$ cat src/rtl/can_intreg.sv
// CAN CPU-interface interrupt register stage: pending/enable bits fed back to the interrupt FSM,
// plus a small CPU register file. Optional overrun capture enabled by macro CAN_INTREG_OVERRUN_EN.
module can_intreg #(
  parameter int unsigned DW = 8
) (
  input  logic          clock,
  input  logic          reset,
  input  logic          activintreg,
  input  logic          irqsucrec,
  input  logic          irqsuctra,
  input  logic          irqstatus,
  input  logic          sucfrec,
  input  logic          sucftra,
  input  logic          irqsig,
  input  logic          cpu_wr,
  input  logic          cpu_rd,
  input  logic [1:0]    cpu_addr,
  input  logic [DW-1:0] cpu_wdata,
  output logic [DW-1:0] cpu_rdata,
  output logic          cpu_rvalid,
  output logic [2:0]    irqstd,
  output logic [2:0]    ienable
);

  localparam int unsigned NIRQ = 3;
  localparam logic [1:0] ADDR_STATUS  = 2'd0;
  localparam logic [1:0] ADDR_ENABLE  = 2'd1;
  localparam logic [1:0] ADDR_OVERRUN = 2'd2;

  typedef enum logic {IDLE = 1'b0, RESP = 1'b1} state_t;

  state_t          state_q, state_d;
  logic [NIRQ-1:0] irqstd_q, irqstd_d;
  logic [NIRQ-1:0] ienable_q, ienable_d;
  logic [DW-1:0]   rdata_q, rdata_d;
  logic [NIRQ-1:0] set_vec;
  logic [NIRQ-1:0] stat_clr;
  logic [DW-1:0]   rd_mux;

  // Upper write-data bits have no storage behind them.
  logic unused_wdata;
  assign unused_wdata = ^cpu_wdata[DW-1:NIRQ];

`ifdef CAN_INTREG_OVERRUN_EN
  logic [NIRQ-1:0] ovr_q, ovr_d;
  logic [NIRQ-1:0] ovr_set;
  logic [NIRQ-1:0] ovr_clr;
`else
  logic unused_raw;
  assign unused_raw = sucfrec ^ sucftra ^ irqsig;
`endif

  always_comb begin
    state_d   = state_q;
    irqstd_d  = irqstd_q;
    ienable_d = ienable_q;
    rdata_d   = rdata_q;
    rd_mux    = '0;
    set_vec   = activintreg ? {irqstatus, irqsuctra, irqsucrec} : '0;
    stat_clr  = (cpu_wr && cpu_addr == ADDR_STATUS) ? cpu_wdata[NIRQ-1:0] : '0;

    // Set wins over a same-cycle write-1-to-clear so no indication is lost.
    irqstd_d = (irqstd_q & ~stat_clr) | set_vec;

    if (cpu_wr && cpu_addr == ADDR_ENABLE) begin
      ienable_d = cpu_wdata[NIRQ-1:0];
    end

`ifdef CAN_INTREG_OVERRUN_EN
    ovr_d   = ovr_q;
    ovr_set = {irqsig, sucftra, sucfrec} & irqstd_q & ienable_q;
    ovr_clr = (cpu_wr && cpu_addr == ADDR_OVERRUN) ? cpu_wdata[NIRQ-1:0] : '0;
    ovr_d   = (ovr_q & ~ovr_clr) | ovr_set;
`endif

    case (cpu_addr)
      ADDR_STATUS:  rd_mux = DW'(irqstd_q);
      ADDR_ENABLE:  rd_mux = DW'(ienable_q);
`ifdef CAN_INTREG_OVERRUN_EN
      ADDR_OVERRUN: rd_mux = DW'(ovr_q);
`endif
      default:      rd_mux = '0;
    endcase

    // Reads capture pre-edge register values; a read in RESP re-arms RESP.
    case (state_q)
      IDLE: if (cpu_rd) state_d = RESP;
      RESP: if (!cpu_rd) state_d = IDLE;
      default: state_d = IDLE;
    endcase
    if (cpu_rd) begin
      rdata_d = rd_mux;
    end
  end

  always_ff @(posedge clock) begin
    if (!reset) begin
      state_q   <= IDLE;
      irqstd_q  <= '0;
      ienable_q <= '0;
      rdata_q   <= '0;
`ifdef CAN_INTREG_OVERRUN_EN
      ovr_q     <= '0;
`endif
    end else begin
      state_q   <= state_d;
      irqstd_q  <= irqstd_d;
      ienable_q <= ienable_d;
      rdata_q   <= rdata_d;
`ifdef CAN_INTREG_OVERRUN_EN
      ovr_q     <= ovr_d;
`endif
    end
  end

  assign irqstd     = irqstd_q;
  assign ienable    = ienable_q;
  assign cpu_rdata  = rdata_q;
  assign cpu_rvalid = (state_q == RESP);

endmodule

$ cat config.mk
export PLATFORM = sky130hd
export DESIGN_NAME = can_intreg
export DESIGN_NICKNAME = d
export VERILOG_FILES = /design/src/rtl/can_intreg.sv
export SDC_FILE = /design/constraint.sdc
export NUM_CORES = 1
export LEC_CHECK = 0
export ABC_AREA = 1
export CORE_AREA = 2 2 47 49
export CTS_CLUSTER_DIAMETER = 150
export DETAILED_ROUTE_END_ITERATION = 6
export DIE_AREA = 0 0 49 51
export GPL_TIMING_DRIVEN = 0
export PLACE_DENSITY = 0.7
export SKIP_CTS_REPAIR_TIMING = 1
export SLEW_MARGIN = 5
export SYNTH_ARGS = -nofsm -noshare
export SYNTH_HDL_FRONTEND = slang
export SYNTH_SLANG_ARGS = --single-unit
$ cat constraint.sdc
create_clock -name clock -period 0.96 [get_ports clock]
set_clock_uncertainty 0.15 [all_clocks]
set_input_delay 0.192 -clock clock [delete_from_list [all_inputs] [get_ports clock]]
set_output_delay 0.192 -clock clock [all_outputs]
set_load 0.05 [all_outputs]
==> impl_metrics.json, run 1 <==
{
  "drt_drc_violations_left": 0,
  "power_density_nw_per_um2": 1207,
  "clock_sinks": 10,
  "clock.fmax_mhz": 898.4,
  "final_core_utilization_pct": 43.84,
  "timing.setup.critical_path_class": "register to primary output",
  "total_power_mw": 1.092,
  "flow.area_growth_from_synthesis_pct": 91.27,
  "dpl_worst_slack_ps": -516.3,
  "dp_hpwl_um": 901.3,
  "launching_instance_or_port_of_the_critical_path": "irqstd[0]",
  "hold_wc_startpoint": "reset",
  "worst_skew_pair.late_latency_ps": 260,
  "hold_slack_ps": 66.75,
  "htreeDepth": 1,
  "timing_max_transition_violations_final": 0,
  "tritoncts.num_buffers": 3,
  "endpoint_kind": "primary output",
  "final_antenna_net_count": 0,
  "ios": 36,
  "gp_congestion": 0.7497,
  "tritoncts": "yes",
  "critPathTopFamily": "flip-flops",
  "first_pass_iters": 4,
  "routed_via_density": 4.272,
  "drtIter0Drc": 9,
  "syn-instance-count": 65,
  "cts.path.max_buffers": 2,
  "required_ps": 620,
  "final_common_cell": "nand2_1",
  "buffer_ports.inserted": 21,
  "post_layout_minimum_cycle_time_ps": 1113,
  "fin_nets": 120,
  "grt_overflow": 0,
  "worstReg2RegStart": "irqstd[2]",
  "initial_utilization_pct": 22.92,
  "ys_warn_count": 0,
  "cp_num_buf_inv": 1,
  "yosys.cell_types.count": 13,
  "timing.critical_path.slowest_stage_cell": "dfxtp_4",
  "power.ir.vdd_worst_uv": 545.6,
  "route.detailed.wl_per_inst_um": 9.584,
  "die-width_um": 49,
  "status": "complete, but fails checks",
  "stdcell_count": 125,
  "rsz_0062_raised_after_global_routing": "yes",
  "ys_ff_latch": 10,
  "cpPeakStageDelay_ps": 360,
  "cp_startpoint_kind": "register",
  "critical_path.max_fanout": 3,
  "layout.cell_area.non_filler_um2": 904.6,
  "leakage_dissipation_nw": 0.4392,
  "worst_setup_hold_path_clk_slew_ps": 60,
  "fin_tns_setup_ps": -1376,
  "placed_cell_area_um2": 743.2,
  "timing_hold_violations_final": 0,
  "finalWirelength_mm": 1.198,
  "diode_count": 0,
  "hp-class": "input port to register",
  "route.vias.total": 534,
  "setup_viol_count_final": 10,
  "core_area_um2": 2063,
  "drv_cap": 0,
  "critical_path_arrival_ps": 770,
  "die_height_um": 51,
  "core.rowCount": 17,
  "cts-root-buf": "clkbuf_4",
  "floorplan.die_area_um2": 2499,
  "final_worst_path_cycle_share_pct": 115.9,
  "groute.usage.overall_pct": 9.912,
  "number_of_antenna_violations_at_the_first_check_in_global_routing": 0,
  "ys_seq_area_share_pct": 42.33,
  "dp.cells": 118,
  "synthesis.area_um2": 473.0,
  "timing.final.ws_setup_ps": -153.0,
  "global_route_wire_length_before_repair_mm": 1.814,
  "critical_path.cell_chain": "buf_8",
  "synthesis.area_per_instance_um2": 7.276,
  "commonest_cells_after_routing_fill_and_taps_aside": "nand2_1 (15), dfxtp_2 (8), buf_8 (8), nand3_2 (7), clkdlybuf4s50_1 (7)",
  "grt_max_degree": 10,
  "via_count_of_the_first_global_routing_pass": 443,
  "violations": "setup timing",
  "post_route_cells_drive_above_1_share_pct": 46.39
}
## synthesized netlist by cell type
master	number	area, µm²
a21oi_1	6	30.03
buf_4	5	37.54
buf_6	1	11.26
conb_1	1	3.750
dfxtp_1	10	200.2
inv_1	5	18.77
inv_2	1	3.750
nand2_1	16	60.06
nand3_1	9	45.04
nand3_2	1	10.01
nand4_1	3	18.77
nor2_1	6	22.52
nor2_4	1	11.26
## where the power goes
part	internal, mW	total [mW]	switching, mW
Combinational	0.148	0.347	0.200
Sequential	0.439	0.460	0.0207
Clock	0.145	0.285	0.140
Total	0.732	1.09	0.360
## cell type report
class	instances	area (µm²)
multi-input combinational	47	251.5
buffer	6	48.80
sequential	10	217.7
fill	206	1159
inverter	6	25.02
tap	28	35.03
clock buffer	3	22.52
timing repair buffer	25	304.0
## metal layers
layer	vias up	wire [µm]	track usage, %
met2	24	628	15.75
met4	0	24	7.143
met1	240	446	10.68
li1	266	-	-
met3	4	99	4.094
met5	-	0	0
## registers in the layout, indices dropped and copies added (netlist names)
| name | cells |
|---|---|
| cpu_rdata | 3 |
| ienable | 3 |
| irqstd | 3 |
| cpu_rvalid | 1 |
## worst register-to-register path, delay by kind of cell, from the launching register on
family / cells / cell delay [ps]
simple gates: 3 / 180
buf+inv: 2 / 140
flops: 1 / 350
## cell families after synthesis
logic type / after synthesis / synth area share (%)
buffers and inverters: 12 / 15.08
other: 1 / 0.7929
flip-flops: 10 / 42.33
AO/OA/AOI/OAI: 6 / 6.349
AND/OR/NAND/NOR: 36 / 35.45
## final timing paths
check / depth (start not counted) / end / slack, ps
setup / recovery: 1 / irqstd[0] / -150
hold / removal: 3 / cpu_rvalid / 70
setup reg to reg: 5 / cpu_rdata[2] / 30
hold reg to reg: 2 / irqstd[1] / 340
(Power assumes the default switching activity.)
==> run 2, diff against run 1 <==
--- a/config.mk
+++ b/config.mk
@@ -6,12 +6,12 @@
 export NUM_CORES = 1
 export LEC_CHECK = 0
 export ABC_AREA = 1
-export CORE_AREA = 2 2 47 49
+export CORE_AREA = 2 2 42 44
 export CTS_CLUSTER_DIAMETER = 150
 export DETAILED_ROUTE_END_ITERATION = 6
-export DIE_AREA = 0 0 49 51
+export DIE_AREA = 0 0 44 46
 export GPL_TIMING_DRIVEN = 0
-export PLACE_DENSITY = 0.7
+export PLACE_DENSITY = 0.84
 export SKIP_CTS_REPAIR_TIMING = 1
 export SLEW_MARGIN = 5
 export SYNTH_ARGS = -nofsm -noshare
==> impl_metrics.json, run 2 (synthesis gave the netlist of run 1 again) <==
{
  "status": "complete, but fails checks",
  "violations": "setup timing",
  "final_worst_path_cycle_share_pct": 115.9,
  "buffer_ports.inserted": 21,
  "grt_overflow": 0,
  "cts-root-buf": "clkbuf_4",
  "ios": 36,
  "worstReg2RegStart": "ienable[1]",
  "clock.fmax_mhz": 898.8,
  "critPathTopFamily": "flip-flops",
  "groute.usage.overall_pct": 10.90,
  "hold_wc_startpoint": "cpu_addr[0]",
  "critical_path.max_fanout": 3,
  "worst_setup_hold_path_clk_slew_ps": 60,
  "finalWirelength_mm": 1.132,
  "power_density_nw_per_um2": 1272,
  "number_of_antenna_violations_at_the_first_check_in_global_routing": 0,
  "route.vias.total": 507,
  "initial_utilization_pct": 29.30,
  "gp_congestion": 0.7521,
  "tritoncts": "yes",
  "tritoncts.num_buffers": 3,
  "timing_max_transition_violations_final": 0,
  "worst_skew_pair.late_latency_ps": 260,
  "final_core_utilization_pct": 52.40,
  "critical_path.cell_chain": "buf_8",
  "post_route_cells_drive_above_1_share_pct": 40.63,
  "drt_drc_violations_left": 0,
  "gr-usage-met3_pct": 3.968,
  "grt_max_degree": 10,
  "fin_nets": 119,
  "timing.reg2reg.worst_path_depth": 5,
  "worst_hold_end": "ienable[2]",
  "total_power_mw": 1.076,
  "final_common_cell": "nand2_1",
  "hp-class": "input port to register",
  "final_antenna_net_count": 0,
  "post_layout_minimum_cycle_time_ps": 1113,
  "hold_slack_ps": 79.25,
  "die_height_um": 46,
  "core.rowCount": 15,
  "commonest_cells_after_routing_fill_and_taps_aside": "nand2_1 (16), dfxtp_2 (10), clkdlybuf4s50_1 (7), buf_8 (7)",
  "timing.final.ws_setup_ps": -152.6,
  "drtIter0Drc": 10,
  "power.ir.vdd_worst_uv": 687.9,
  "grt_busiest_layer": "met2",
  "htreeDepth": 1,
  "drv_cap": 0,
  "r2r_end": "cpu_rdata[1]",
  "via_count_of_the_first_global_routing_pass": 428,
  "layout.cell_area.non_filler_um2": 845.8,
  "rsz_0062_raised_after_global_routing": "yes",
  "route.detailed.wl_per_inst_um": 10.02,
  "clock_sinks": 10,
  "diode_count": 0,
  "timing_hold_violations_final": 0,
  "grt_use_met2_pct": 18.24,
  "endpoint_kind": "primary output",
  "global_route_wire_length_before_repair_mm": 1.600,
  "cp_num_buf_inv": 1,
  "setup_viol_count_final": 10,
  "core_area_um2": 1614,
  "first_pass_iters": 4,
  "worst_r2r_setup_slack_ps": 20,
  "use_met1_pct": 12.17,
  "n_fill_cell": 159,
  "required_ps": 620,
  "cp_startpoint_kind": "register",
  "timing.setup.critical_path_class": "register to primary output",
  "hold_path_depth": 3,
  "placed_cell_area_um2": 729.5,
  "critical_path_arrival_ps": 770,
  "cts.path.max_buffers": 2,
  "flow.area_growth_from_synthesis_pct": 78.84,
  "dp_hpwl_um": 855.6,
  "cpPeakStageDelay_ps": 360,
  "timing.critical_path.slowest_stage_cell": "dfxtp_2",
  "leakage_dissipation_nw": 0.4178,
  "launching_instance_or_port_of_the_critical_path": "ienable[0]",
  "die-width_um": 44,
  "routed_via_density": 4.487,
  "floorplan.die_area_um2": 2024
}
-- run 2: worst max path at each step --
stage          slack (ps)  cells past startpoint           end
2_1_floorplan        -100                      4  cpu_rdata[0]
3_3_place_gp         -500                      1     irqstd[2]
3_5_place_dp         -500                      1    ienable[2]
4_1_cts              -800                      1     irqstd[2]
5_1_grt              -180                      1     irqstd[2]
6_report             -150                      1    ienable[0]
-- run 2: through the flow --
stage	cells	worst slack, ps	setup TNS [ps]
floorplan	69	-98.25	-98.25
global placement	107	-498.7	-8326
detailed placement	107	-502.9	-8487
CTS	110	-796.4	-8747
global route	113	-175.3	-1646
finish	113	-152.6	-1396
-- run 2: layer usage --
metal,vias up,share of wire (%)
li1,264,-
met1,218,39
met4,0,2.0
met5,-,0
met3,3,9.3
met2,22,49
-- run 2: layout make-up --
| type | instances | area [µm²] | area share (%) |
|---|---|---|---|
| Inverter | 6 | 22.52 | 2.663 |
| Tap cell | 17 | 21.27 | 2.515 |
| Timing Repair inverter | 1 | 5.005 | 0.5917 |
| Buffer | 6 | 48.80 | 5.769 |
| Sequential cell | 10 | 212.7 | 25.15 |
| Multi-Input combinational cell | 47 | 231.5 | 27.37 |
| Timing Repair Buffer | 23 | 281.5 | 33.28 |
| Clock buffer | 3 | 22.52 | 2.663 |
-- run 2: power by group --
group | switching [mW] | total [mW] | internal [mW]
combinational | 0.193 | 0.330 | 0.137
sequential | 0.0199 | 0.462 | 0.442
clock | 0.139 | 0.284 | 0.145
==> run 3, diff against run 2 <==
--- a/config.mk
+++ b/config.mk
@@ -13,7 +13,6 @@
 export GPL_TIMING_DRIVEN = 0
 export PLACE_DENSITY = 0.84
 export SKIP_CTS_REPAIR_TIMING = 1
-export SLEW_MARGIN = 5
 export SYNTH_ARGS = -nofsm -noshare
 export SYNTH_HDL_FRONTEND = slang
 export SYNTH_SLANG_ARGS = --single-unit
==> results of run 3 <==
Same layout as run 2: the final DEF is identical, and so are final timing and power.
